<file path="src/rtl/booth_daa_mac.sv">
// Radix-4 Booth digit-serial MAC with dynamic accumulator alignment (shared exponent).
// Define BOOTH_DAA_NORM_EN to add a renormalisation state after each operation.
module booth_daa_mac #(
    parameter int unsigned XW = 4,
    parameter int unsigned ND = 2,
    parameter int unsigned AW = 10,
    parameter int unsigned EW = 3
) (
    input  logic            clk,
    input  logic            rst,
    input  logic            start,
    input  logic            clear,
    input  logic            signed_x,
    input  logic [XW-1:0]   x,
    input  logic [2*ND-1:0] w,
    output logic            busy,
    output logic            done,
    output logic [AW-1:0]   acc,
    output logic [EW-1:0]   exp,
    output logic            ovf
);

    localparam int unsigned KW = (ND > 1) ? $clog2(ND) : 1;
    localparam logic [KW-1:0] KLast = KW'(ND - 1);
    localparam logic [EW-1:0] EMax = '1;

    typedef enum logic [1:0] {
        StIdle,
        StMul,
        StNorm,
        StDone
    } state_e;

    state_e              state_q, state_d;
    logic [XW:0]         x_q, x_d;
    logic [2*ND-1:0]     w_q, w_d;
    logic [KW-1:0]       k_q, k_d;
    logic [AW-1:0]       acc_q, acc_d;
    logic [EW-1:0]       exp_q, exp_d;
    logic                ovf_q, ovf_d;

    logic [2*ND:0]       w_ext;
    logic [2:0]          trip;
    logic                d_neg, d_one, d_two;
    logic signed [AW:0]  x_ext, mag, prod, term, t;
    logic [AW:0]         s;
    logic                fits, renorm;

    // Booth triplet for digit k, with an implicit zero below the multiplier LSB.
    always_comb begin
        w_ext = {w_q, 1'b0};
        trip  = 3'(w_ext >> {k_q, 1'b0});
    end

    always_comb begin
        d_neg = 1'b0;
        d_one = 1'b0;
        d_two = 1'b0;
        case (trip)
            3'b001, 3'b010: d_one = 1'b1;
            3'b011:         d_two = 1'b1;
            3'b100: begin
                d_neg = 1'b1;
                d_two = 1'b1;
            end
            3'b101, 3'b110: begin
                d_neg = 1'b1;
                d_one = 1'b1;
            end
            default: ;
        endcase
    end

    always_comb begin
        x_ext  = {{(AW - XW){x_q[XW]}}, x_q};
        mag    = d_two ? (x_ext <<< 1) : (d_one ? x_ext : '0);
        prod   = d_neg ? -mag : mag;
        term   = prod <<< {k_q, 1'b0};
        t      = term >>> exp_q;
        s      = {acc_q[AW-1], acc_q} + t;
        fits   = (s[AW] == s[AW-1]);
        renorm = (exp_q != '0) && (acc_q[AW-1] == acc_q[AW-2]);
    end

    always_comb begin
        state_d = state_q;
        x_d     = x_q;
        w_d     = w_q;
        k_d     = k_q;
        acc_d   = acc_q;
        exp_d   = exp_q;
        ovf_d   = ovf_q;
        case (state_q)
            StIdle: begin
                if (start) begin
                    x_d     = {signed_x & x[XW-1], x};
                    w_d     = w;
                    k_d     = '0;
                    state_d = StMul;
                end
                if (clear) begin
                    acc_d = '0;
                    exp_d = '0;
                    ovf_d = 1'b0;
                end
            end
            StMul: begin
                if (fits) begin
                    acc_d = s[AW-1:0];
                end else if (exp_q != EMax) begin
                    acc_d = s[AW:1];
                    exp_d = exp_q + 1'b1;
                end else begin
                    acc_d = s[AW] ? {1'b1, {(AW - 1){1'b0}}} : {1'b0, {(AW - 1){1'b1}}};
                    ovf_d = 1'b1;
                end
                if (k_q == KLast) begin
`ifdef BOOTH_DAA_NORM_EN
                    state_d = StNorm;
`else
                    state_d = StDone;
`endif
                end else begin
                    k_d = k_q + 1'b1;
                end
            end
            StNorm: begin
`ifdef BOOTH_DAA_NORM_EN
                if (renorm) begin
                    acc_d = {acc_q[AW-2:0], 1'b0};
                    exp_d = exp_q - 1'b1;
                end else begin
                    state_d = StDone;
                end
`else
                state_d = StDone;
`endif
            end
            StDone:  state_d = StIdle;
            default: state_d = StIdle;
        endcase
    end

    always_ff @(posedge clk or negedge rst) begin
        if (!rst) begin
            state_q <= StIdle;
            x_q     <= '0;
            w_q     <= '0;
            k_q     <= '0;
            acc_q   <= '0;
            exp_q   <= '0;
            ovf_q   <= 1'b0;
        end else begin
            state_q <= state_d;
            x_q     <= x_d;
            w_q     <= w_d;
            k_q     <= k_d;
            acc_q   <= acc_d;
            exp_q   <= exp_d;
            ovf_q   <= ovf_d;
        end
    end

    assign busy = (state_q == StMul) || (state_q == StNorm);
    assign done = (state_q == StDone);
    assign acc  = acc_q;
    assign exp  = exp_q;
    assign ovf  = ovf_q;

endmodule

</file>
<file path="config.mk">
export PLATFORM = sky130hd
export DESIGN_NAME = booth_daa_mac
export DESIGN_NICKNAME = d
export VERILOG_FILES = /design/src/rtl/booth_daa_mac.sv
export SDC_FILE = /design/constraint.sdc
export NUM_CORES = 1
export LEC_CHECK = 0
export ABC_AREA = 1
export CAP_MARGIN = 20
export CORE_AREA = 2 2 68 86
export CTS_CLUSTER_DIAMETER = 150
export DETAILED_ROUTE_END_ITERATION = 10
export DIE_AREA = 0 0 70 88
export PLACE_DENSITY = 0.81
export SETUP_SLACK_MARGIN = 0.02
export SYNTH_ARGS = -nofsm -noshare
export SYNTH_HDL_FRONTEND = slang
export SYNTH_SLANG_ARGS = --single-unit
</file>
<file path="constraint.sdc">
create_clock -name clk -period 7.2 [get_ports clk]
set_input_delay 1.44 -clock clk [delete_from_list [all_inputs] [get_ports clk]]
set_output_delay 1.44 -clock clk [all_outputs]
set_load 0.1 [all_outputs]
</file>
* Yosys cells after proc, flatten, opt, wreduce, memory -nomap -nowiden
Index checks and enable logic that the tools add are counted.
** Word-level totals
- Flip-flop bits (word level) :: 26
- Output and inout bits :: 16
- Word-level logic and storage cells :: 69
** Operators by class
- Shifts and indexed selects :: 3
- Muxes and demuxes :: 25
- Bitwise operators :: 1
- Add/sub/neg operators :: 4
- Eq/ne operators :: 17
- Reductions and logical operators :: 12
** Operators with widths (number)
- 2-to-1 mux 10 bit :: 4
- 2-to-1 mux 11 bit :: 3
- one-hot mux 10 bit (2 select lines) :: 1
- inequality test 2 bit (second input constant) :: 6
- adder 11 bit :: 1
- negation 11 bit :: 1
- <<< shifter 11 x 2 -> 11 bit :: 1
- >>> shifter 11 x 3 -> 11 bit :: 1
- equality test 3 bit (second input constant) :: 3
- 2-to-1 mux 3 bit :: 3
- 2-to-1 mux 1 bit :: 8
- one-hot mux 2 bit (4 select lines) :: 1
- AND reduction 2 bit :: 4
- AND reduction 4 bit :: 2
- equality test 3 x 2 -> 1 bit (second input constant) :: 2
- one-hot mux 3 bit (2 select lines) :: 1
- right shift 5 x 2 -> 3 bit :: 1
- equality test 2 bit (second input constant) :: 2
- 2-to-1 mux 2 bit :: 2
- one-hot mux 1 bit (2 select lines) :: 2
- OR reduction 4 bit :: 1
- adder 3 x 1 -> 3 bit (second input constant) :: 1
- equality test 3 x 1 -> 1 bit (second input constant) :: 1
- inequality test 3 bit (second input constant) :: 1
- other kinds (9) :: 9

* Logic depth before layout (Yosys ltp)
Gate-level depths: netlist of the first run.
- Word-level depth :: 15
- Mapped depth :: 39
- Mapped depth without buffers :: 37

* Worst setup path before layout of the first run
No wires, ideal clock.
- Kind :: register to register
- Start :: reg k_q
- End :: reg acc_q[2] (netlist: acc[2])
- Library setup time :: 0.120 ns
- Stages on the path, launching flop included :: 35
- Setup slack :: 1.983 ns
- Data arrival time :: 5.097 ns
- Required time :: 7.080 ns
- Path buffers :: 2
- Cell sequence :: dfrtp_1 inv_1 clkbuf_1 or2_2 o21ai_0 inv_1 ha_1 nand3_4 nand2_2 nand2_1 nand2_1 ha_1 nor2_1 xor2_1 or2_2 nand3_1 nand3_1 nand2_1 nand2_1 nand2_1 ha_1 inv_1 fa_1 inv_1 nand3_1 o2111ai_1 nand3b_2 nand2_1 ha_1 clkbuf_1 nor2_1 inv_1 or2_2 nand3_1 nand2_1
** Between the ends
- Word-level cells in the longest chain between the ends :: 15
- Elaborated cells between the ends (all ways) :: 25
- Classes of those cells :: add/sub (2); eq/ne (7); shift (3); mux (10); reduce/logical (3)
** RTL lines
- start, declared :: line 37 : logic [KW-1:0] k_q, k_d;
- start signal, assigned :: line 157 : k_q <= k_d;
- right shift 5 x 2 -> 3 bit :: line 52 : trip = 3'(w_ext >> {k_q, 1'b0});
- equality test 3 bit, or another cell as far along :: line 59 : case (trip)
- OR reduction 4 bit (no line)
- 2-to-1 mux 1 bit :: line 59
- 2-to-1 mux 11 bit (2 in a row) :: line 76 : mag = d_two ? (x_ext <<< 1) : (d_one ? x_ext : '0);
- negation 11 bit :: line 77 : prod = d_neg ? -mag : mag;
- 2-to-1 mux 11 bit :: line 77
- <<< shifter 11 x 2 -> 11 bit * :: line 78 : term = prod <<< {k_q, 1'b0};
- >>> shifter 11 x 3 -> 11 bit * :: line 79 : t = term >>> exp_q;
- adder 11 bit * :: line 80 : s = {acc_q[AW-1], acc_q} + t;
- 2-to-1 mux 10 bit :: line 114 : acc_d = s[AW] ? {1'b1, {(AW - 1){1'b0}}} : {1'b0, {(AW - 1){1'b1}}};
- 2-to-1 mux 10 bit :: line 110 : end else if (exp_q != EMax) begin
- 2-to-1 mux 10 bit * :: line 108 : if (fits) begin
- one-hot mux 10 bit (2 select lines) * :: line 93 : case (state_q)
- end signal, assigned :: line 150 : acc_q <= '0;
- end signal, assigned :: line 158 : acc_q <= acc_d;
- end, declared :: line 38 : logic [AW-1:0] acc_q, acc_d;
Mark *: on every way between the ends. The rest lies on a longest branch, timed or not.
A chain may end at the register's enable or synchronous reset.

* Final worst setup path of the first run
- Start :: reg k_q
- End :: reg acc_q[4] (netlist: acc[4])
The elaborated chain is that of the path after synthesis.

==> impl_metrics.yaml, run 1 <==
critical_path:
  worst_setup_path_type: "flip-flop to flip-flop"
  worst-path-max-fanout: 12
  critical_path_at_ps: 6200
  max_stage_delay_ps: 590
  worst-r2r-cell-count: 32
  critical_path_required_ps: 7390
  critPathCaptureType: "flip-flop"
  worst_path_most_repeated_cell: "sky130_fd_sc_hd__nand2_1"
  startpoint_class: "flip-flop"
  worst_path_max_delay_cell: "sky130_fd_sc_hd__dfrtp_1"
route:
  first_pass_iters: 5
  drc: 0
  viasPerCell: 5.32
  final_ant_viol_nets: 0
  vias: 2528
  initial_drc_count: 140
  avgRoutedWirePerCell_microns: 12.8
  wirelength_microns: 6090
clocking:
  clk_pin_slew_ps: 110
  cts_resized: 0
  cts-buffers-inserted: 3
  worstSkewPairLatency_ps: 280
  cts.root.buffer_cell: "sky130_fd_sc_hd__clkbuf_8"
  tritoncts: "yes"
  holdBufCountCts: 0
  cts-root-to-sink-buffers: 2
  cts.repair_timing.setup_buffer_count: 0
  tritoncts_num_sinks: 26
  cts.htree.levels: 1
yosys:
  netlist_instances: 388
  avgSynthCellArea_sq_um: 6.68
  syn_area_sq_mm: 0.00259
  ys_ff_latch: 26
  ys_seq_area_share_pct: 25.1
  postSynth.topFlopCell: "sky130_fd_sc_hd__dfrtp_1"
  synth_async_sr_flop_share_pct: 100
  synth_cell_types: 33
  post_synth_edffs: 0
  synthesis.nets: 426
  synth-warning-count: 0
floorplanning:
  die_height_microns: 88
  floorplan_die_area_sq_mm: 0.00616
  core_region_area_sq_mm: 0.00533
  floorplan.die.width_microns: 70
  initial_utilization_pct: 48.6
  io_pins: 29
  fp-row-count: 30
grt:
  grt_max_degree: 27
  grt_first_pass_wirelength_microns: 10600
  grt_pass1_vias: 2408
  grt_antenna_before_repair: 0
  grt.overflow.total: 0
  globalRouteTotalUtil_pct: 21.1
sta:
  finalCritPeriodShare_pct: 83.5
  final.hold.worst_slack_ps: 496
  timing.final.crit_period_ps: 6010
  timing.final.hold_violations: 0
  clock.fmax_mhz: 166
  maxSlewHeadroom_pct: 34.5
  worst_pin_slew_ps: 979
  timing.final.max_slew_violations: 0
  final.setup.tns_ps: 0
  grt_setup_unrepaired: "false"
  setup_violation_total_in_the_final_timing_report: 0
  clock_skew_ps: 19.7
place:
  place_hpwl_microns: 5010
  finalWeightedCongestion: 0.925
  dp_cells: 471
  portBuffers: 28
final_layout:
  final.fill_count: 513
  finalNetCount: 450
  multi_input_area_sq_mm: 0.00175
  final_cells: 475
  area.growth.synth_to_final_pct: 14.6
  n_antenna_cell: 0
  drive_above_1_share_pct: 7.79
  register_area_sq_um: 651
worst_hold_path:
  timing.hold.worst_path_depth: 2
  hold_path_class: "flip-flop to flip-flop"
outcome:
  outcome: "finished, final reports clean"
run:
  drv.max_cap_violation_count: 0
synth_stat cells (2+ instances only):
cell	number	share of area, %
sky130_fd_sc_hd__nand2_4	3	1.3
sky130_fd_sc_hd__xor2_1	5	1.7
sky130_fd_sc_hd__or2_2	5	1.2
sky130_fd_sc_hd__inv_1	34	4.9
sky130_fd_sc_hd__nor2_1	15	2.2
sky130_fd_sc_hd__ha_1	24	12
sky130_fd_sc_hd__nand2_2	7	1.7
sky130_fd_sc_hd__a21oi_1	19	3.7
sky130_fd_sc_hd__nand2_1	129	19
sky130_fd_sc_hd__nand3b_1	3	0.87
sky130_fd_sc_hd__nand3_4	3	2.0
sky130_fd_sc_hd__clkbuf_1	9	1.3
sky130_fd_sc_hd__inv_2	4	0.58
sky130_fd_sc_hd__xnor2_1	4	1.4
sky130_fd_sc_hd__nand3_1	56	11
sky130_fd_sc_hd__o211ai_1	2	0.58
sky130_fd_sc_hd__o21ai_1	3	0.58
sky130_fd_sc_hd__a211oi_1	2	0.58
sky130_fd_sc_hd__o21ai_0	21	4.1
sky130_fd_sc_hd__o22ai_1	2	0.48
sky130_fd_sc_hd__dfrtp_1	26	25
layer usage:
layer / share of wire, % / routed length, microns / track usage [%]
met5: 0 / 0 / 0
met4: 1.5 / 93 / 5.42
met1: 45 / 2720 / 26.6
met2: 49 / 2970 / 38.4
met3: 5.1 / 309 / 2.65
worst max-delay path, delay by kind of cell (launching register included):
kind / cells / cell delay [ps]
buffers and inverters: 5 / 700
xor gates and xnor gates: 1 / 90
adders and majority gates: 5 / 1440
and+or+nand+nor: 19 / 2850
AOI/OAI and AO/OA: 2 / 300
DFF: 1 / 590
sequential cells by signal, summed over array words and instances, names as in the netlist:
register	flops
k_q	1
x_q	5
acc	10
state_q	2
ovf	1
w_q	4
exp	3
cells in the final DEF (no fill, tap or decap), types with 2 or more instances in the layout:
master and count:
sky130_fd_sc_hd__nor2_1 15, sky130_fd_sc_hd__a21oi_1 19, sky130_fd_sc_hd__dfrtp_1 26, sky130_fd_sc_hd__a211oi_1 2
sky130_fd_sc_hd__xnor2_1 4, sky130_fd_sc_hd__nand2_1 129, sky130_fd_sc_hd__o21ai_1 3, sky130_fd_sc_hd__nand3b_1 3
sky130_fd_sc_hd__nand2_2 7, sky130_fd_sc_hd__inv_1 34, sky130_fd_sc_hd__o211ai_1 2, sky130_fd_sc_hd__o21ai_0 21
sky130_fd_sc_hd__inv_2 4, sky130_fd_sc_hd__xor2_1 5, sky130_fd_sc_hd__clkdlybuf4s50_1 28, sky130_fd_sc_hd__clkbuf_8 4
sky130_fd_sc_hd__or2_2 5, sky130_fd_sc_hd__ha_1 24, sky130_fd_sc_hd__o22ai_1 2, sky130_fd_sc_hd__nand2_4 3
sky130_fd_sc_hd__nand3_4 3, sky130_fd_sc_hd__nand3_1 56
worst paths after layout:
path                                to  startpoint  slack [ps]
worst min-delay path            w_q[0]      w_q[0]         500
worst max-delay path            acc[4]         k_q        1190
worst min register to register  w_q[0]      w_q[0]         500
max in group asynchronous       exp[2]         rst        5390
worst max register to register  acc[4]         k_q        1190
min in group asynchronous       acc[8]         rst        1530
logic make-up (layout without fill, tap and decap cells):
group	count (synthesis)	count (layout)	share of synthesized area [%]
AOI/OAI and AO/OA	55	55	12.0
adders and majority gates	25	25	12.4
xor gates and xnor gates	9	9	3.04
DFF	26	26	25.1
buffers and inverters	48	71	7.25
and+or+nand+nor	225	225	40.2
per-stage QoR:
stage | utilization, % | cell area (sq um) | worst slack, ps
after detailed placement | 54.6 | 2910 | 1180
after global placement | 54.6 | 2910 | 1380
after floorplan | - | 2590 | 1980
after CTS | 55.7 | 2970 | 1180
after global routing | 55.7 | 2970 | 528
final | 55.7 | 2970 | 1190
final cells by class:
class | instances | share of cell area [%]
Inverter | 38 | 4.81
Clock buffer | 4 | 1.85
Sequential cell | 26 | 21.9
Multi-Input combinational cell | 314 | 59.0
Tap cell | 64 | 2.70
Timing Repair Buffer | 29 | 9.70
Power of run 1 is not shown: default switching activity piles up to over one toggle a cycle in this logic, so the estimate is an artifact.
==> run 2: changes to the inputs <==
--- a/config.mk
+++ b/config.mk
@@ -11,7 +11,7 @@
 export CTS_CLUSTER_DIAMETER = 150
 export DETAILED_ROUTE_END_ITERATION = 10
 export DIE_AREA = 0 0 70 88
-export PLACE_DENSITY = 0.81
+export PLACE_DENSITY = 0.84
 export SETUP_SLACK_MARGIN = 0.02
 export SYNTH_ARGS = -nofsm -noshare
 export SYNTH_HDL_FRONTEND = slang
==> constraint.sdc (replaced) <==
create_clock -name clk -period 5 [get_ports clk]
set_input_delay 1 -clock clk [delete_from_list [all_inputs] [get_ports clk]]
set_output_delay 1 -clock clk [all_outputs]
set_load 0.1 [all_outputs]
==> run 2 against run 1 <==
Against the previous run:
- wire length up 14%
- sequential share of layout area shrank 2.1 points
- first-iteration DRC count up 48%
- flip-flop and latch count unchanged
- count of clock-buffer cells in the layout unchanged
- core utilization is 5.8 points higher
- die area did not move
- cell area is 10% higher
- critical endpoint is now acc[1]
- largest cell class unchanged
==> impl_metrics.yaml, run 2 (synthesized netlist as in run 1, its figures left out) <==
sta:
  setup_violation_total_in_the_final_timing_report: 0
  timing.final.hold_violations: 0
  maxSlewHeadroom_pct: 32.3
  timing.final.crit_period_ps: 4780
  clock.fmax_mhz: 209
  clock_skew_ps: 12.7
  timing.final.max_slew_violations: 0
  final.hold.worst_slack_ps: 492
  finalCritPeriodShare_pct: 95.7
  worst_pin_slew_ps: 1010
worst_hold_path:
  hold_path_class: "flip-flop to flip-flop"
  timing.hold.worst_path_depth: 2
  min_delay_worst_endpoint: "w_q[2]"
  worst_hold_startpoint: "w_q[2]"
clocking:
  tritoncts_num_sinks: 26
  cts.htree.levels: 1
  tritoncts: "yes"
  clk_pin_slew_ps: 100
  cts-buffers-inserted: 3
  cts.root.buffer_cell: "sky130_fd_sc_hd__clkbuf_8"
  cts-root-to-sink-buffers: 2
  worstSkewPairLatency_ps: 280
critical_path:
  r2r_slack_ps: 220
  worst_path_max_delay_cell: "sky130_fd_sc_hd__dfrtp_1"
  worst_setup_path_type: "flip-flop to flip-flop"
  critical_path_at_ps: 5000
  critPathCaptureType: "flip-flop"
  timing.rr.end: "acc[1]"
  critPathTopFamily: "simple AND/OR/NAND/NOR gates"
  startpoint_class: "flip-flop"
  critical_path_required_ps: 5210
  worst-r2r-cell-count: 33
  critPathBufInv: 5
  max_stage_delay_ps: 410
  worst_r2r_startpoint: "k_q"
  worst_path_most_repeated_cell: "sky130_fd_sc_hd__nand2_2"
  worst-path-max-fanout: 8
final_layout:
  final_cells: 489
  drive_above_1_share_pct: 21.2
  finalNetCount: 464
  area.growth.synth_to_final_pct: 26.6
  layout_commonest_cell: "sky130_fd_sc_hd__nand2_1"
  register_area_sq_um: 651
  flip_flop_count_of_the_largest_register_all_copies_and_words_added: 10
  layout.cells.most_common_list: "sky130_fd_sc_hd__nand2_1 (116), sky130_fd_sc_hd__nand3_1 (48), sky130_fd_sc_hd__inv_1 (29)"
  final.fill_count: 458
  n_antenna_cell: 0
  multi_input_area_sq_mm: 0.00196
floorplanning:
  floorplan.die.width_microns: 70
  die_height_microns: 88
  floorplan_die_area_sq_mm: 0.00616
  fp-row-count: 30
  io_pins: 29
  core_region_area_sq_mm: 0.00533
  initial_utilization_pct: 48.6
place:
  portBuffers: 28
  dp_cells: 478
  place_hpwl_microns: 5080
  finalWeightedCongestion: 0.985
route:
  wirelength_microns: 6960
  avgRoutedWirePerCell_microns: 14.2
  initial_drc_count: 207
  first_pass_iters: 5
  vias: 2803
  drc: 0
  final_ant_viol_nets: 0
  viasPerCell: 5.73
grt:
  globalRouteTotalUtil_pct: 22.2
  grt.overflow.total: 0
  grt_max_degree: 27
  gr-usage-met1_pct: 26.5
  grt_pass1_vias: 2639
  use_met2_pct: 40.3
  grt.met3_usage_pct: 2.76
  grt_first_pass_wirelength_microns: 11300
  most_used_routing_layer: "met2"
  grt_antenna_before_repair: 0
outcome:
  outcome: "finished, final reports clean"
run:
  drv.max_cap_violation_count: 0
-- run 2: final cells by class --
| cell class | instances | share of cell area, % |
|---|---|---|
| Timing Repair Buffer | 43 | 12.0 |
| Inverter | 38 | 4.35 |
| Multi-Input combinational cell | 314 | 59.7 |
| Clock buffer | 4 | 1.68 |
| Sequential cell | 26 | 19.8 |
| Tap cell | 64 | 2.44 |
-- run 2: tightest hold or removal path, cell delays in order, from the launching register on --
cell and delay [ps]:
sky130_fd_sc_hd__dfrtp_1 360, sky130_fd_sc_hd__nand2_1 50, sky130_fd_sc_hd__nand2_1 50
-- run 2: what timing repair did --
| item | CTS | global route |
|---|---|---|
| cloned | 0 | 0 |
| setup endpoints to repair | 12 | 13 |
| resized for setup | 4 | 48 |
| setup buffers | 3 | 4 |
| hold buffers | 0 | 0 |
| pin swaps | 1 | 12 |
-- run 2: how the worst max path moves through the flow --
stage / startpoint / to / slack, ps / cells past startpoint
3_3_place_gp: k_q / acc[1] / -30 / 31
5_1_grt: k_q / acc[1] / -100 / 33
2_1_floorplan: k_q / acc[2] / 40 / 34
4_1_cts: k_q / acc[1] / 30 / 31
6_report: k_q / acc[1] / 220 / 33
3_5_place_dp: k_q / acc[2] / -210 / 31
-- run 2: routing by layer --
layer | vias up | part of all wire, %
met5 | - | 0
met4 | 0 | 3.1
met3 | 23 | 6.6
met2 | 131 | 51
met1 | 1303 | 39
li1 | 1346 | -
-- run 2: stage by stage --
| step | util (%) | setup slack [ps] | setup TNS (ps) | area, sq um |
|---|---|---|---|---|
| floorplan | - | 36.9 | 0 | 2610 |
| global placement | 55.9 | -31.2 | -89.3 | 2980 |
| detailed placement | 55.9 | -211 | -1900 | 2980 |
| CTS | 57.7 | 34.7 | 0 | 3080 |
| global route | 61.5 | -105 | -579 | 3280 |
| finish | 61.5 | 215 | 0 | 3280 |
Power of run 2 is left out for the same reason.
==> run 3: changes to the inputs <==
==> config.mk (replaced) <==
export PLATFORM = sky130hd
export DESIGN_NAME = booth_daa_mac
export DESIGN_NICKNAME = d
export VERILOG_FILES = /design/src/rtl/booth_daa_mac.sv
export SDC_FILE = /design/constraint.sdc
export NUM_CORES = 1
export LEC_CHECK = 0
export ABC_AREA = 0
export CAP_MARGIN = 20
export CORE_AREA = 2 2 71 90
export CTS_CLUSTER_DIAMETER = 150
export DETAILED_ROUTE_END_ITERATION = 10
export DIE_AREA = 0 0 73 92
export PLACE_DENSITY = 0.83
export SETUP_SLACK_MARGIN = 0.02
export SKIP_LAST_GASP = 1
export SYNTH_ARGS = -nofsm -noshare
export SYNTH_HDL_FRONTEND = slang
export SYNTH_SLANG_ARGS = --single-unit
==> run 3 against run 2 <==
Against the previous run:
- the flow now finishes with violations (setup timing)
- first-iteration DRC count increased by 51%
- cell count decreased by 0.41%
- non-clock buffer count increased by 54
- via count increased by 12%
- wire length increased by 33%
- critical endpoint is now exp[2]
- highest routed layer unchanged
==> impl_metrics.yaml, run 3 <==
floorplanning:
  initial_utilization_pct: 47.5
  floorplan.die.width_microns: 73
  core_region_area_sq_mm: 0.00597
  floorplan_die_area_sq_mm: 0.00672
  die_height_microns: 92
  io_pins: 29
  fp-row-count: 32
sta:
  timing.final.hold_violations: 0
  grt_setup_unrepaired: "true"
  timing.final.crit_period_ps: 5450
  timing.final.max_slew_violations: 0
  setup_violation_total_in_the_final_timing_report: 13
  maxSlewHeadroom_pct: 34.2
  worst_pin_slew_ps: 984
  clock.fmax_mhz: 184
  clock_skew_ps: 3.50
  finalCritPeriodShare_pct: 109
  final.setup.tns_ps: -4930
  fin_ws_ps: -446
clocking:
  worstSkewPairLatency_ps: 290
  tritoncts_num_sinks: 26
  cts.root.buffer_cell: "sky130_fd_sc_hd__clkbuf_8"
  cts.htree.levels: 1
  clk_pin_slew_ps: 110
  cts-buffers-inserted: 3
  cts-root-to-sink-buffers: 2
  tritoncts: "yes"
worst_hold_path:
  timing.hold.worst_path_depth: 2
  hold_path_class: "flip-flop to flip-flop"
  worst_hold_startpoint: "ovf"
  min_delay_worst_endpoint: "ovf"
route:
  first_pass_iters: 9
  avgRoutedWirePerCell_microns: 19.0
  drc: 0
  vias: 3139
  final_ant_viol_nets: 0
  viasPerCell: 6.45
  initial_drc_count: 313
  wirelength_microns: 9260
critical_path:
  r2r_slack_ps: -450
  worst-r2r-cell-count: 22
  worst-path-max-fanout: 4
  max_stage_delay_ps: 740
  critPathCaptureType: "flip-flop"
  critical_path_at_ps: 5630
  worst_path_max_delay_cell: "sky130_fd_sc_hd__o311ai_0"
  worst_setup_path_type: "flip-flop to flip-flop"
  startpoint_class: "flip-flop"
  worst_r2r_startpoint: "k_q"
  critical_path_required_ps: 5190
  crit_path_cell_trace: "mux2i_4, buf_6, ha_4, buf_4, o311ai_0, o32a_1, a21oi_1, a2111oi_2, a211oi_2, buf_4, ha_1, o21a_1, a2111oi_4, nor3b_2, o21a_1, nor2_2, xnor2_2, ha_4, nor2_4, and2_4, a22o_1, a22o_1"
  timing.rr.end: "exp[2]"
final_layout:
  final.fill_count: 441
  n_antenna_cell: 0
  area.growth.synth_to_final_pct: 40.5
  layout.cells.most_common_list: "sky130_fd_sc_hd__buf_4 (65), sky130_fd_sc_hd__nand2_1 (31), sky130_fd_sc_hd__nor2_1 (28), sky130_fd_sc_hd__clkdlybuf4s50_1 (28), sky130_fd_sc_hd__dfrtp_1 (25)"
  post-route-cell-area_sq_mm: 0.00398
  finalNetCount: 458
  drive_above_1_share_pct: 33.4
  fin_util_pct: 66.7
  flip_flop_count_of_the_largest_register_all_copies_and_words_added: 10
  layout_commonest_cell: "sky130_fd_sc_hd__buf_4"
place:
  finalWeightedCongestion: 0.921
  detailed_place.area_sq_mm: 0.00362
  portBuffers: 28
  place_hpwl_microns: 6170
yosys:
  synthesis.nets: 374
  synth_cell_types: 65
  netlist_top_cells_area: "sky130_fd_sc_hd__dfrtp_1 (23%), sky130_fd_sc_hd__ha_1 (11%), sky130_fd_sc_hd__o21ai_0 (5.5%), sky130_fd_sc_hd__nand2_1 (4.2%), sky130_fd_sc_hd__nor2_1 (4.2%)"
  ys_ff_latch: 26
  synthDominantCellAreaShare_pct: 23.0
  post_synth_edffs: 0
  netlist_instances: 336
  synthDominantAreaCellType: "sky130_fd_sc_hd__dfrtp_1"
  synth-warning-count: 0
  postSynth.topFlopCell: "sky130_fd_sc_hd__dfrtp_1"
  ys_seq_area_share_pct: 23.0
  synthTopCellsByCount: "sky130_fd_sc_hd__nand2_1 (32), sky130_fd_sc_hd__nor2_1 (32), sky130_fd_sc_hd__o21ai_0 (31)"
  syn_area_sq_mm: 0.00283
  avgSynthCellArea_sq_um: 8.43
  synth_async_sr_flop_share_pct: 100
grt:
  globalRouteTotalUtil_pct: 26.7
  grt_pass1_vias: 3132
  grt.overflow.total: 0
  grt_first_pass_wirelength_microns: 14300
  grt_antenna_before_repair: 0
  grt_max_degree: 27
outcome:
  outcome: "finished with violations"
  violations: "setup timing"
run:
  drv.max_cap_violation_count: 0
[run 3: critical path: cells and delay by family, from the launching register on]
kind,cells,cell delay (ps)
adder cells (fa/ha/maj),3,790
flip-flops,1,460
multiplexers,1,220
buffers and inverters,3,430
AND/OR/NAND/NOR,4,440
XOR/XNOR,1,100
AO/OA/AOI/OAI,10,2890
[run 3: what timing repair did]
item                                    in CTS  in global routing
gates resized for setup                     11                 34
setup buffers                                6                  5
endpoints found under the setup margin      13                 14
pin swaps                                    6                 15
hold buffers                                 0                  0
[run 3: cell families (layout without fill, tap and decap cells)]
group / count (synthesis) / count (layout) / synth area share, %
and+or+nand+nor: 111 / 111 / 18.8
DFF: 26 / 26 / 23.0
muxes: 24 / 24 / 10.8
xor gates and xnor gates: 13 / 13 / 4.77
buffers and inverters: 35 / 118 / 5.26
adders and majority gates: 25 / 25 / 11.3
AOI/OAI and AO/OA: 102 / 102 / 26.1
[run 3: cell type report]
| class | count | area [sq um] | area share [%] |
|---|---|---|---|
| clock buffers | 3 | 41.3 | 1.04 |
| well taps | 68 | 85.1 | 2.14 |
| flip-flops and latches | 26 | 652 | 16.4 |
| repair buffers | 97 | 813 | 20.4 |
| clock inverters | 1 | 30.0 | 0.755 |
| multi-input cells | 275 | 2290 | 57.6 |
| inverters | 17 | 63.8 | 1.60 |
[run 3: per-layer routing]
metal	track usage (%)	up-vias	wire length, microns	share of wire, %
li1	-	1408	-	-
met3	1.98	87	511	5.5
met4	15.7	0	687	7.4
met1	30.3	1469	3360	36
met5	0	-	0	0
met2	47.3	175	4700	51
[run 3: how the worst max path moves through the flow]
stage,from,endpoint,slack (ps)
global route,k_q,acc[6],-560
CTS,k_q,exp[1],-360
finish,k_q,exp[2],-450
floorplan,k_q,exp[2],-620
global placement,k_q,acc[2],-350
detailed placement,k_q,acc[2],-580
[run 3: metrics by stage]
step	hold slack, ps	std cells	setup WS [ps]
floorplan	499	336	-624
global placement	514	472	-354
detailed placement	516	472	-575
CTS	554	482	-361
global route	581	487	-565
finish	547	487	-446
Power of run 3 is left out for the same reason.
